File: src/rtl/enc_sample_sched.sv
// enc_sample_sched
//   Runs the per-wheel encoder counters on a fixed sample period and hands
//   each period's counts to the host. Every period it clears the counters,
//   lets them settle, enables counting for PERIOD_CYC cycles, and then
//   snapshots every channel in a single cycle. The snapshot set goes to the
//   host through a valid/ack handshake, and the host reads it back one
//   channel at a time.
//
// Ports
//   clk         system clock; all logic runs on the rising edge
//   rst         synchronous reset, active-high
//   en          sampling enable (level); dropping it abandons the period
//   cnt_dout    channel counts, channel k = cnt_dout[k*DW +: DW]
//   cnt_start   count enable to all counters (registered)
//   cnt_clr_n   counter clear, active-low (registered)
//   snap_valid  a new snapshot set is available
//   snap_ack    host has consumed the snapshot (1-cycle pulse)
//   rd_sel      channel select for readback
//   rd_data     registered snapshot[rd_sel], zero for out-of-range selects
//   sample_id   number of completed captures, wraps at 16 bits
//   overrun     sticky flag: a snapshot was overwritten before it was acked
module enc_sample_sched #(
  parameter int NUM_CH     = 4,
  parameter int DW         = 32,
  parameter int PERIOD_CYC = 1000000,
  parameter int CLR_CYC    = 2,
  parameter int SETTLE_CYC = 4
) (
  input  logic                                        clk,
  input  logic                                        rst,
  input  logic                                        en,
  input  logic [NUM_CH*DW-1:0]                        cnt_dout,
  output logic                                        cnt_start,
  output logic                                        cnt_clr_n,
  output logic                                        snap_valid,
  input  logic                                        snap_ack,
  input  logic [((NUM_CH > 1) ? $clog2(NUM_CH) : 1)-1:0] rd_sel,
  output logic [DW-1:0]                               rd_data,
  output logic [15:0]                                 sample_id,
  output logic                                        overrun
);

  // The shared timer must hold the longest phase length minus one.
  localparam int TMAX = (PERIOD_CYC > CLR_CYC)
                        ? ((PERIOD_CYC > SETTLE_CYC) ? PERIOD_CYC : SETTLE_CYC)
                        : ((CLR_CYC > SETTLE_CYC) ? CLR_CYC : SETTLE_CYC);
  localparam int TW   = $clog2(TMAX + 1);

  typedef enum logic [2:0] {
    IDLE,
    CLEAR,
    SETTLE,
    RUN,
    CAPTURE
  } state_t;

  state_t          state;
  state_t          next_state;
  logic [TW-1:0]   timer;
  logic [TW-1:0]   next_timer;
  logic            capture;
  logic [DW-1:0]   snapshot [NUM_CH];

  assign capture = (state == CAPTURE);

  // Next-state logic. The timer is reloaded with (phase length - 1) when a
  // phase is entered and counts down to zero, so every timed phase lasts
  // exactly its configured number of cycles. Dropping en leaves any active
  // phase straight away; CAPTURE is the exception because its capture has
  // already happened in that cycle.
  always_comb begin
    next_state = state;
    next_timer = timer;
    case (state)
      IDLE: begin
        if (en) begin
          next_state = CLEAR;
          next_timer = TW'(CLR_CYC - 1);
        end
      end
      CLEAR: begin
        if (!en) begin
          next_state = IDLE;
          next_timer = '0;
        end else if (timer == '0) begin
          next_state = SETTLE;
          next_timer = TW'(SETTLE_CYC - 1);
        end else begin
          next_timer = timer - 1'b1;
        end
      end
      SETTLE: begin
        if (!en) begin
          next_state = IDLE;
          next_timer = '0;
        end else if (timer == '0) begin
          next_state = RUN;
          next_timer = TW'(PERIOD_CYC - 1);
        end else begin
          next_timer = timer - 1'b1;
        end
      end
      RUN: begin
        if (!en) begin
          next_state = IDLE;
          next_timer = '0;
        end else if (timer == '0) begin
          next_state = CAPTURE;
          next_timer = '0;
        end else begin
          next_timer = timer - 1'b1;
        end
      end
      CAPTURE: begin
        if (en) begin
          next_state = CLEAR;
          next_timer = TW'(CLR_CYC - 1);
        end else begin
          next_state = IDLE;
          next_timer = '0;
        end
      end
      default: begin
        next_state = IDLE;
        next_timer = '0;
      end
    endcase
  end

  // State register. Counter controls are registered from the state being
  // entered, so they line up with the state on the same cycle and stay
  // glitch-free on their way to the counter instances.
  always_ff @(posedge clk) begin
    if (rst) begin
      state     <= IDLE;
      timer     <= '0;
      cnt_start <= 1'b0;
      cnt_clr_n <= 1'b1;
    end else begin
      state     <= next_state;
      timer     <= next_timer;
      cnt_start <= (next_state == RUN) || (next_state == CAPTURE);
      cnt_clr_n <= (next_state != CLEAR);
    end
  end

  // All channels are snapshotted on the same edge, so the set is coherent.
  always_ff @(posedge clk) begin
    if (rst) begin
      for (int k = 0; k < NUM_CH; k++) begin
        snapshot[k] <= '0;
      end
    end else if (capture) begin
      for (int k = 0; k < NUM_CH; k++) begin
        snapshot[k] <= cnt_dout[k*DW +: DW];
      end
    end
  end

  // Host handshake. A capture has priority over an ack in the same cycle,
  // because the ack refers to the older data and the new set is still unread.
  always_ff @(posedge clk) begin
    if (rst) begin
      snap_valid <= 1'b0;
      sample_id  <= '0;
      overrun    <= 1'b0;
    end else if (capture) begin
      snap_valid <= 1'b1;
      sample_id  <= sample_id + 16'd1;
      if (snap_valid && !snap_ack) begin
        overrun <= 1'b1;
      end
    end else if (snap_ack && snap_valid) begin
      snap_valid <= 1'b0;
    end
  end

  // Registered readback with zero for selects beyond the channel count.
  always_ff @(posedge clk) begin
    if (rst) begin
      rd_data <= '0;
    end else if (int'(rd_sel) < NUM_CH) begin
      rd_data <= snapshot[rd_sel];
    end else begin
      rd_data <= '0;
    end
  end

endmodule
File: config.mk
export PLATFORM = sky130hd
export DESIGN_NAME = enc_sample_sched
export DESIGN_NICKNAME = d
export VERILOG_FILES = /design/src/rtl/enc_sample_sched.sv
export SDC_FILE = /design/constraint.sdc
export NUM_CORES = 1
export LEC_CHECK = 0
export CAP_MARGIN = 20
export CORE_MARGIN = 2
export CORE_UTILIZATION = 51
export CTS_CLUSTER_SIZE = 20
export DETAILED_ROUTE_END_ITERATION = 6
export HOLD_SLACK_MARGIN = 0.12
export PLACE_DENSITY = 0.92
export SLEW_MARGIN = 20
export SYNTH_ARGS = -nofsm -noshare
export SYNTH_HDL_FRONTEND = slang
export SYNTH_SLANG_ARGS = --single-unit
File: constraint.sdc
create_clock -name clk -period 8.01 [get_ports clk]
set_input_delay 2.0025 -clock clk [delete_from_list [all_inputs] [get_ports clk]]
set_output_delay 2.0025 -clock clk [all_outputs]
set_load 0.02 [all_outputs]
=== Yosys cells after proc, flatten, opt, wreduce, memory -nomap -nowiden ===
Memory sizes are Yosys's and may differ from the RTL's. A register that Yosys moved wholly into a read port is not among the register bits.
Cells that the tools add are included.

* $add $sub $neg: 2
* Eq/ne operators: 8
* Mux-type cells: 29
* Bitwise operators: 4
* Reduce and logical (&&, ||, !) cells: 8

{| class="wikitable"
|+ Operator list
! cell !! count
|-
| 2-to-1 mux 20 bit || 7
|-
| 2-to-1 mux 32 bit || 4
|-
| case mux 20 bit (5 select lines) || 1
|-
| 2-to-1 mux 3 bit || 7
|-
| logical NOT 20 bit || 1
|-
| subtractor 20 x 1 -> 20 bit (second input constant) || 1
|-
| adder 16 x 1 -> 16 bit (second input constant) || 1
|-
| case mux 3 bit (5 select lines) || 1
|-
| equality test 3 x 2 -> 1 bit (second input constant) || 3
|-
| 2-to-1 mux 1 bit || 9
|-
| equality test 3 bit (second input constant) || 2
|-
| bitwise OR 1 bit || 4
|-
| equality test 3 x 1 -> 1 bit (second input constant) || 1
|-
| logical NOT 3 bit || 1
|-
| != test 3 x 1 -> 1 bit (second input constant) || 1
|-
| logical AND 1 bit || 2
|-
| != test 2 bit (second input constant) || 1
|-
| AND reduction 2 bit || 1
|-
| nonzero test 2 bit || 1
|-
| logical NOT 1 bit || 1
|-
| logical OR 1 bit || 1
|}

* Register bits after elaboration: 43
* Bits in writable memories: 128
* Input port bits: 134
* Output and inout bits: 52
* Word-level logic and storage cells: 59
* Memories kept: 1

{| class="wikitable"
|+ Memories
! name !! words !! width !! rd ports !! clocked after memory_dff !! wr ports !! RTL line !! RTL
|-
| snapshot || 4 || 32 || 1 || 1 || 4 || 62 || <nowiki>logic [DW-1:0] snapshot [NUM_CH];</nowiki>
|}

=== Depth between registers and ports, before layout ===
* Depth after elaboration: 6
* Mapped depth: 8
* Mapped depth without buffers: 7

=== Worst setup path after synthesis ===
Ideal clock, no wire load.

* Kind: in2reg
* From: input port rst
* To: memory snapshot[0][0], enable pin
* Setup time: 0.509 ns
* Data arrival time: 5.663 ns
* Required time: 7.501 ns
* Setup slack: 1.838 ns
* Stages: 3
* Path buffers: 2
* Cell sequence: clkbuf_1 -> clkbuf_1 -> nand2b_1

{| class="wikitable"
|+ RTL lines
! element !! RTL line !! RTL
|-
| from (decl) || 30 || <nowiki>input logic rst,</nowiki>
|-
| to (decl) || 62 ||
|}

==> impl_metrics.tcl <==
set metrics [dict create \
    mostFrequentLayoutCells "clkdlybuf4s50_1 (182), and2_1 (128), edfxtp_1 (128), dfxtp_1 (75), nor2_1 (41)" \
    synthFlopType "edfxtp_1" \
    maxSlewViolCount 0 \
    synthAdderAreaFrac_pct 0.446 \
    finalWorstSetupSlack_ns 3.87 \
    yosysTopAreaCellShare_pct 45.6 \
    antenna_found_initial 1 \
    power_switching_uw 671 \
    maxSlewHeadroom_pct 30.4 \
    fin_crit_ns 4.14 \
    cts.clk_slew.worst_paths_ns 0.06 \
    core_mm2 0.0160 \
    globalRoute.totalOverflow 0 \
    ios 186 \
    post-cts-setup-buffers 0 \
    async_reset_ff_share_pct 0 \
    grt_pass1_wl_mm 27.9 \
    rr_worst_depth 4 \
    die_w_um 133 \
    slowest_stage "nand2b_4" \
    ys_seq_elements 203 \
    fin_crit_sh_pct 51.7 \
    synth_area_mm2 0.00843 \
    start_util_pct 52.7 \
    postSynthCellCount 628 \
    grt_pass1_vias 5507 \
    dp_hpwl_mm 11.6 \
    stdcell_count 1038 \
    postCtsResizedCells 0 \
    seqPwrFrac_pct 45.0 \
    die_area_mm2 0.0176 \
    clockPowerShare_pct 38.2 \
    finalSetupTns_ns 0 \
    finalPower_uw 2670 \
    vias 5464 \
    port_buffers 185 \
    diodes 0 \
    via_per_inst 5.26 \
    rows 46 \
    synthSimpleGateAreaFrac_pct 19.6 \
    path_cells "buf_2 -> buf_4 -> nand2b_4 -> buf_4" \
    ys_top_cells_by_area "edfxtp_1 (46%), dfxtp_1 (18%), and2_1 (9.5%), mux4_2 (8.6%), nor2b_1 (2.5%)" \
    cellLeakagePower_uw 0.00417 \
    synth_top_family_by_area "simple AND/OR/NAND/NOR gates" \
    p_comb_share_pct 16.8 \
    arrival_ns 4.27 \
    max_freq_mhz 242 \
    cp_max_fo 79 \
    cts_max_level 1 \
    rsz0062_at_grt "no" \
    crit_path_frequent_cell "buf_4" \
    dr.pass1.iters 4 \
    globalplace.congestion 0.809 \
    dp.cells 998 \
    synth-edff-count 128 \
    final_core_util_pct 69.9 \
    avgRoutedWirePerCell_um 17.0 \
    crit_start "rst" \
    r2r_slack_ns 5.19 \
    track_usage_pct 20.0 \
    drt-total-wl_mm 17.6 \
    seq_area_frac_synth_pct 63.4 \
    intPower_uw 2000 \
    hp-class "flop to flop" \
    grt_max_degree 80 \
    crit_end "snapshot[3][14]" \
    area_growth_pct 32.8 \
    rr_startpoint "state[1]" \
    yosysWarnings 0 \
    synth_xor_area_share_pct 2.39 \
    tightest_slew_ns 1.04 \
    synth_cell_types 52 \
    sw_frac_of_total_pct 25.1 \
    drtIter0Drc 300 \
    syn_avg_cell_area_um2 13.4 \
    peakVddDrop_mv 0.142 \
    worstSkewPairLatency_ns 0.50 \
    synth_top_area_cell "edfxtp_1" \
    r2r-end "snapshot[3][14]" \
    synth_compound_area_share_pct 3.64 \
    pre_cts_ws_ns 3.30 \
    hold_viol 0 \
    critPathRequiredTime_ns 8.14 \
    ant_nets 0 \
    cts_made_buffers 22 \
    cts_sinks 203 \
    cp-start-kind "input port" \
    die_h_um 133 \
    end_kind "flop" \
    slowest_delay_ns 0.93 \
    syn_nets 765 \
    clock-root-buffer "clkbuf_16" \
    tritoncts "built" \
    power_density_mw_per_mm2 239 \
    clockBufferDepth 3 \
    drcViolationCount 0 \
    nets 943 \
    setup_viol 0 \
    muxShareOfSynthArea_pct 8.55 \
    final_layout_size_suffix_gt1_share_pct 10.3 \
    maxCapViolations 0 \
    finClkSkew_ns 0.0111 \
    final_common_cell "clkdlybuf4s50_1" \
    outcome "completed" \
    critPathKind "input port to flop" \
    hold_buffers 0 \
]
## Yosys cell counts, types with 2 or more instances
master and instances:
and2_1 128, edfxtp_1 128, dfxtp_1 75, nor2_1 42, nor2b_1 33, mux4_2 32
clkbuf_1 27, xor2_1 17, a21oi_1 13, nand3_1 13, nand2_1 12, o21ai_0 10
a21o_1 8, inv_1 7, nor3_1 6, xnor2_1 6, buf_2 5, nand4_1 5
and3_1 4, nand4b_1 4, nor4_1 4, a31oi_1 3, ha_1 3, nand2b_1 3
a211oi_1 2, a22o_1 2, and4_1 2, and4b_1 2, buf_1 2, o21ai_1 2
o31ai_1 2, or2_2 2, or3_1 2, or3b_2 2, or4_1 2, or4_4 2
## state kept, by name, indices dropped and copies added, names as in the netlist
name	count
state	3
rd_data	32
snapshot	128
timer	20
cnt_clr_n	1
cnt_start	1
snap_valid	1
overrun	1
sample_id	16
## stage by stage
| stage | hold WS (ns) | instance area (µm²) |
|---|---|---|
| final | 0.485 | 11200 |
| after global routing | 0.516 | 11200 |
| after CTS | 0.490 | 11200 |
| after detailed placement | 0.468 | 10400 |
| after global placement | 0.452 | 10400 |
| after floorplan | 0.444 | 8430 |
## cell families after synthesis
group / after synthesis
buffers and inverters: 42
muxes: 32
AOI/OAI and AO/OA: 48
xor gates and xnor gates: 23
and+or+nand+nor: 277
DFF: 203
adders and majority gates: 3
## power groups by stage
stage	Combinational, µW	Sequential (µW)	Clock (µW)
global placement	431	1220	0
detailed placement	443	1220	0
CTS	449	1200	1040
global route	490	1210	1080
floorplan	293	1230	0
finish	449	1200	1020
## routing by layer
layer / GRT usage [%] / wire length (µm)
met1: 23.6 / 6930
met2: 36.5 / 9290
met3: 4.71 / 1030
met4: 5.38 / 350
met5: 0 / 13
## cell type report
cell class              instances  area (µm²)
clock buffers                  30         636
well taps                     216         270
multi-input cells             383        2940
flip-flops and latches        203        5350
inverters                       7        26.3
clock inverters                10         111
fillers                      1106        4810
repair buffers                189        1870
## how the worst min path moves through the flow
| stage | start | to | slack [ns] | depth (start not counted) |
|---|---|---|---|---|
| after floorplan | timer[16] | timer[16] | 0.44 | 1 |
| after global placement | overrun | overrun | 0.45 | 2 |
| after detailed placement | timer[16] | timer[16] | 0.47 | 1 |
| after CTS | timer[16] | timer[16] | 0.49 | 1 |
| after global routing | timer[16] | timer[16] | 0.52 | 1 |
| final | timer[16] | timer[16] | 0.48 | 1 |
## worst max-delay path: cells and delay by family
family	cells	cell delay, ns
buffers and inverters	3	1.29
and+or+nand+nor	1	0.93
Power figures use the tool's default switching activity.
==> edit 1: new RTL, config.mk and constraints unchanged <==
Remove the register `cnt_start`: a continuous assignment takes its place, so the output `cnt_start` follows one clock earlier. Comments in the files are not updated.
--- a/src/rtl/enc_sample_sched.sv
+++ b/src/rtl/enc_sample_sched.sv
@@ -136,3 +136,2 @@
       timer     <= '0;
-      cnt_start <= 1'b0;
       cnt_clr_n <= 1'b1;
@@ -141,3 +140,2 @@
       timer     <= next_timer;
-      cnt_start <= (next_state == RUN) || (next_state == CAPTURE);
       cnt_clr_n <= (next_state != CLEAR);
@@ -145,2 +143,4 @@
   end
+
+  assign cnt_start = (next_state == RUN) || (next_state == CAPTURE);
 
Function: changed (Yosys sat finds a counterexample within 10 cycles, from zero or initial values and one cycle with rst high).
==> edit 1 against the unedited design <==
  * Hold slack better by 0.013 ns
  * Largest cell class unchanged
  * Wire length shrank 2.7%
  * Synthesized cell count up 0.32%
  * Total power is 8.6% lower
  * Cell area shrank 0.97%
  * Non-clock buffer count is 1 higher
  * Sequential cell count fell by 1
  * Area after synthesis shrank 0.18%
  * Setup slack got worse by 1.4 ns
==> edit 1: results (changes against the unedited design) <==
[setup_path]
slowest_stage = clkdlybuf4s50_1
slowest_delay_ns = 0.65  ; -0.28 ns
r2r_cells = 4  ; unchanged
cp.arrival_ns = 3.54  ; -0.73 ns
crit_path_max_fanout = 10  ; -87%
reg2reg_slack_ns = 4.96  ; -0.23 ns
r2r_end = snapshot[0][28]
crit_start = en
timing.rr.start = state[1]
cp-endpoint = cnt_start

[yosys]
ys_types = 49  ; -5.8%
yosysSeqAreaShare_pct = 63.3  ; -0.12 points
syn_inst = 630  ; +0.32%
ys_top_cells_by_area = edfxtp_1, dfxtp_1, and2_1
async_reset_ff_share_pct = 0  ; unchanged
ys_warn_count = 0  ; unchanged
syn_nets = 767  ; +0.26%
synthTopCellsByCount = and2_1, edfxtp_1, dfxtp_1

[clocking]
clk_pin_slew_ns = 0.06  ; about the same
numCtsBuffers = 21  ; -4.5%
insertion_delay_ns = 0.48  ; -0.02 ns
clockBufferDepth = 3  ; unchanged

[global_route]
grtUsageTotal_pct = 19.8  ; -0.20 points
grt_max_degree = 129  ; +61%
antenna_found_initial = 1  ; unchanged
grt-ovfl-total = 0  ; unchanged
grt_pass1_vias = 5595  ; +1.6%
grt_pass1_wl_um = 27900  ; about the same

[drt]
post_drt_wl_per_cell_um = 16.5  ; -2.6%
drtIter0Drc = 227  ; -24%
via_per_inst = 5.23  ; -0.64%

[place]
placed_area_um2 = 10400  ; -0.12%
pre_cts_ws_ns = 2.49  ; -0.803 ns
hpwl_um = 11300  ; -2.3%
place.gp.congestion = 0.823  ; +1.8%

[final_layout]
final_cells = 1037  ; -0.096%
layout.nets = 945  ; +0.21%
fillerInstances = 1154  ; +4.3%
num_antenna_cells = 0  ; unchanged
drive_gt1_share_pct = 9.74  ; -0.60 points
reg_top3 = snapshot x128, rd_data x32, timer x20

[min_path]
hold_class = flip-flop to flip-flop

[outcome]
status = complete, no violations

[power]
peakVddDrop_mv = 0.214  ; +51%
leakage_uw = 0.00405  ; -3.0%

[timing]
clock_skew_ns = 0.0114  ; +0.000383 ns
relSlewSlack_pct = 37.2  ; +6.8 points
max_freq_mhz = 181  ; -25%

edit 1: cell types whose count changed in the layout (fill, tap and decap cells not counted), moves of 5 or more:
cell | before | now
xnor2_1 | 6 | 12
nand3_1 | 13 | 8
nor2_1 | 41 | 34
nor4_1 | 3 | 9
a21o_1 | 8 | 3
xor2_1 | 17 | 10
nand2_1 | 12 | 18
edit 1: worst min-delay path by stage:
stage,start,cells after the start,endpoint,slack (ns)
6_report,timer[19],1,timer[19],0.50
5_1_grt,timer[17],1,timer[17],0.51
4_1_cts,timer[17],1,timer[17],0.49
3_5_place_dp,timer[19],1,timer[19],0.48
3_3_place_gp,timer[17],1,timer[17],0.47
2_1_floorplan,timer[17],1,timer[17],0.45
edit 1: cells by family (layout without fill, tap and decap cells):
logic type	count (synthesis)	count (layout)	synth area share, %
simple gates	286	286	20.2
buf+inv	39	230	1.81
flops	202	202	63.3
compound gates	46	46	3.35
fa+ha+maj	3	3	0.446
xor+xnor	22	22	2.29
mux	32	32	8.57
edit 1: area by class of cell:
type,instances,area (um^2),share of cell area [%]
flip-flops and latches,202,5330,48.0
multi-input cells,389,2950,26.6
repair buffers,190,1870,16.9
clock buffers,29,566,5.10
well taps,216,270,2.44
clock inverters,7,85.1,0.768
inverters,4,15.0,0.135
edit 1: metal layers:
layer  track usage, %  up-vias  part of all wire, %
li1                 -     2614                    -
met1             24.1     2573                   40
met2             34.9      199                   51
met3             4.90       36                  6.7
met4             5.85        2                  2.3
met5                0        -                0.076
edit 1: critical path, delay by kind of cell:
family        cells  cell delay (ns)
buf+inv           2             1.28
simple gates      2             0.26
edit 1: where the power goes:
part	internal, uW	total [uW]	switching (uW)	leakage (uW)
clock	556	930	374	0.000314
sequential	1150	1180	27.5	0.00193
combinational	171	336	165	0.00181
==> edit 2: new RTL, same flow settings <==
Without the edit above. `CLR_CYC`: 2 -> 4.
--- a/src/rtl/enc_sample_sched.sv
+++ b/src/rtl/enc_sample_sched.sv
@@ -25,3 +25,3 @@
   parameter int PERIOD_CYC = 1000000,
-  parameter int CLR_CYC    = 2,
+  parameter int CLR_CYC    = 4,
   parameter int SETTLE_CYC = 4
Formal check against the unedited RTL: not equivalent (a bounded check fails within 4 cycles, from zero or initial values and one cycle with rst high).
==> edit 2 against the unedited design <==
  * Wire length fell by 0.70%
  * Area after synthesis rose by 0.53%
  * Critical path depth did not move
  * Total power fell by 5.3%
  * Fmax fell by 2.7%
  * Sequential share of layout area barely moved
  * Setup slack got worse by 0.12 ns
  * Sequential cell count did not move
  * Largest power group unchanged
  * Cell area barely moved
  * Die area rose by 0.51%
  * Via count fell by 0.77%
  * Highest routed layer is now met4
  * First-iteration DRC count fell by 23%
==> edit 2: results (changes against the unedited design) <==
[yosys]
synth-compound-area-share_pct = 3.41  ; -0.23 points
synthTopCellsByCount = and2_1, edfxtp_1, dfxtp_1
ys_types = 54  ; +3.8%
synthMuxAreaShare_pct = 8.74  ; +0.19 points
ys_top_cells_by_area = edfxtp_1, dfxtp_1, and2_1
yosysSeqAreaShare_pct = 63.1  ; -0.34 points

[min_path]
min_from = overrun

[final_layout]
layout.nets = 942  ; -0.11%
fillerInstances = 1078  ; -2.5%

[setup_path]
cp.arrival_ns = 4.38  ; +0.11 ns
r2r_end = snapshot[3][12]
crit_path_max_fanout = 77  ; -2.5%
slowest_stage = or2_4
timing.rr.start = state[0]

[place]
place.gp.congestion = 0.812  ; +0.46%
placed_area_um2 = 10500  ; about the same
pre_cts_ws_ns = 3.22  ; -0.0746 ns
hpwl_um = 11600  ; +0.14%

[drt]
drtIter0Drc = 231  ; -23%
wl_met3_um = 1210  ; +17%
wl_met1_um = 6580  ; -5.1%

[power]
p_int_uw = 1940  ; -3.1%

[global_route]
grt_pass1_vias = 5434  ; -1.3%
grt_pass1_wl_um = 27000  ; -3.1%

[timing]
worst_pin_slew_ns = 1.05  ; +0.00140 ns
clock_skew_ns = 0.00882  ; -0.00225 ns

[outcome]
status = complete, no violations

edit 2: power groups by stage:
stage / sequential [uW] / combinational [uW] / clock [uW]
after global routing: 1190 / 372 / 1060
final: 1190 / 340 / 1010
after CTS: 1180 / 342 / 1030
after floorplan: 1210 / 211 / 0
after detailed placement: 1210 / 340 / 0
after global placement: 1200 / 328 / 0
edit 2: cell type report:
class                      instances  area [um^2]  area share (%)
inverter                           7         26.3           0.235
tap                              220          275            2.46
sequential                       203         5350            47.8
timing repair buffer             189         1870            16.7
antenna                            1         2.50          0.0224
clock buffer                      32          629            5.63
clock inverter                     8         98.8           0.884
multi-input combinational        382         2940            26.3
edit 2: stage by stage:
step           std cells  power, uW  util [%]
2_1_floorplan        628       1420         -
3_5_place_dp        1001       1550      63.7
6_report            1042       2530      68.2
5_1_grt             1042       2620      68.2
4_1_cts             1041       2560      68.1
3_3_place_gp        1001       1530      63.7
edit 2: critical path, delay by kind of cell:
family        cells  cell delay [ns]
simple gates      1             0.94
buf+inv           3             1.32
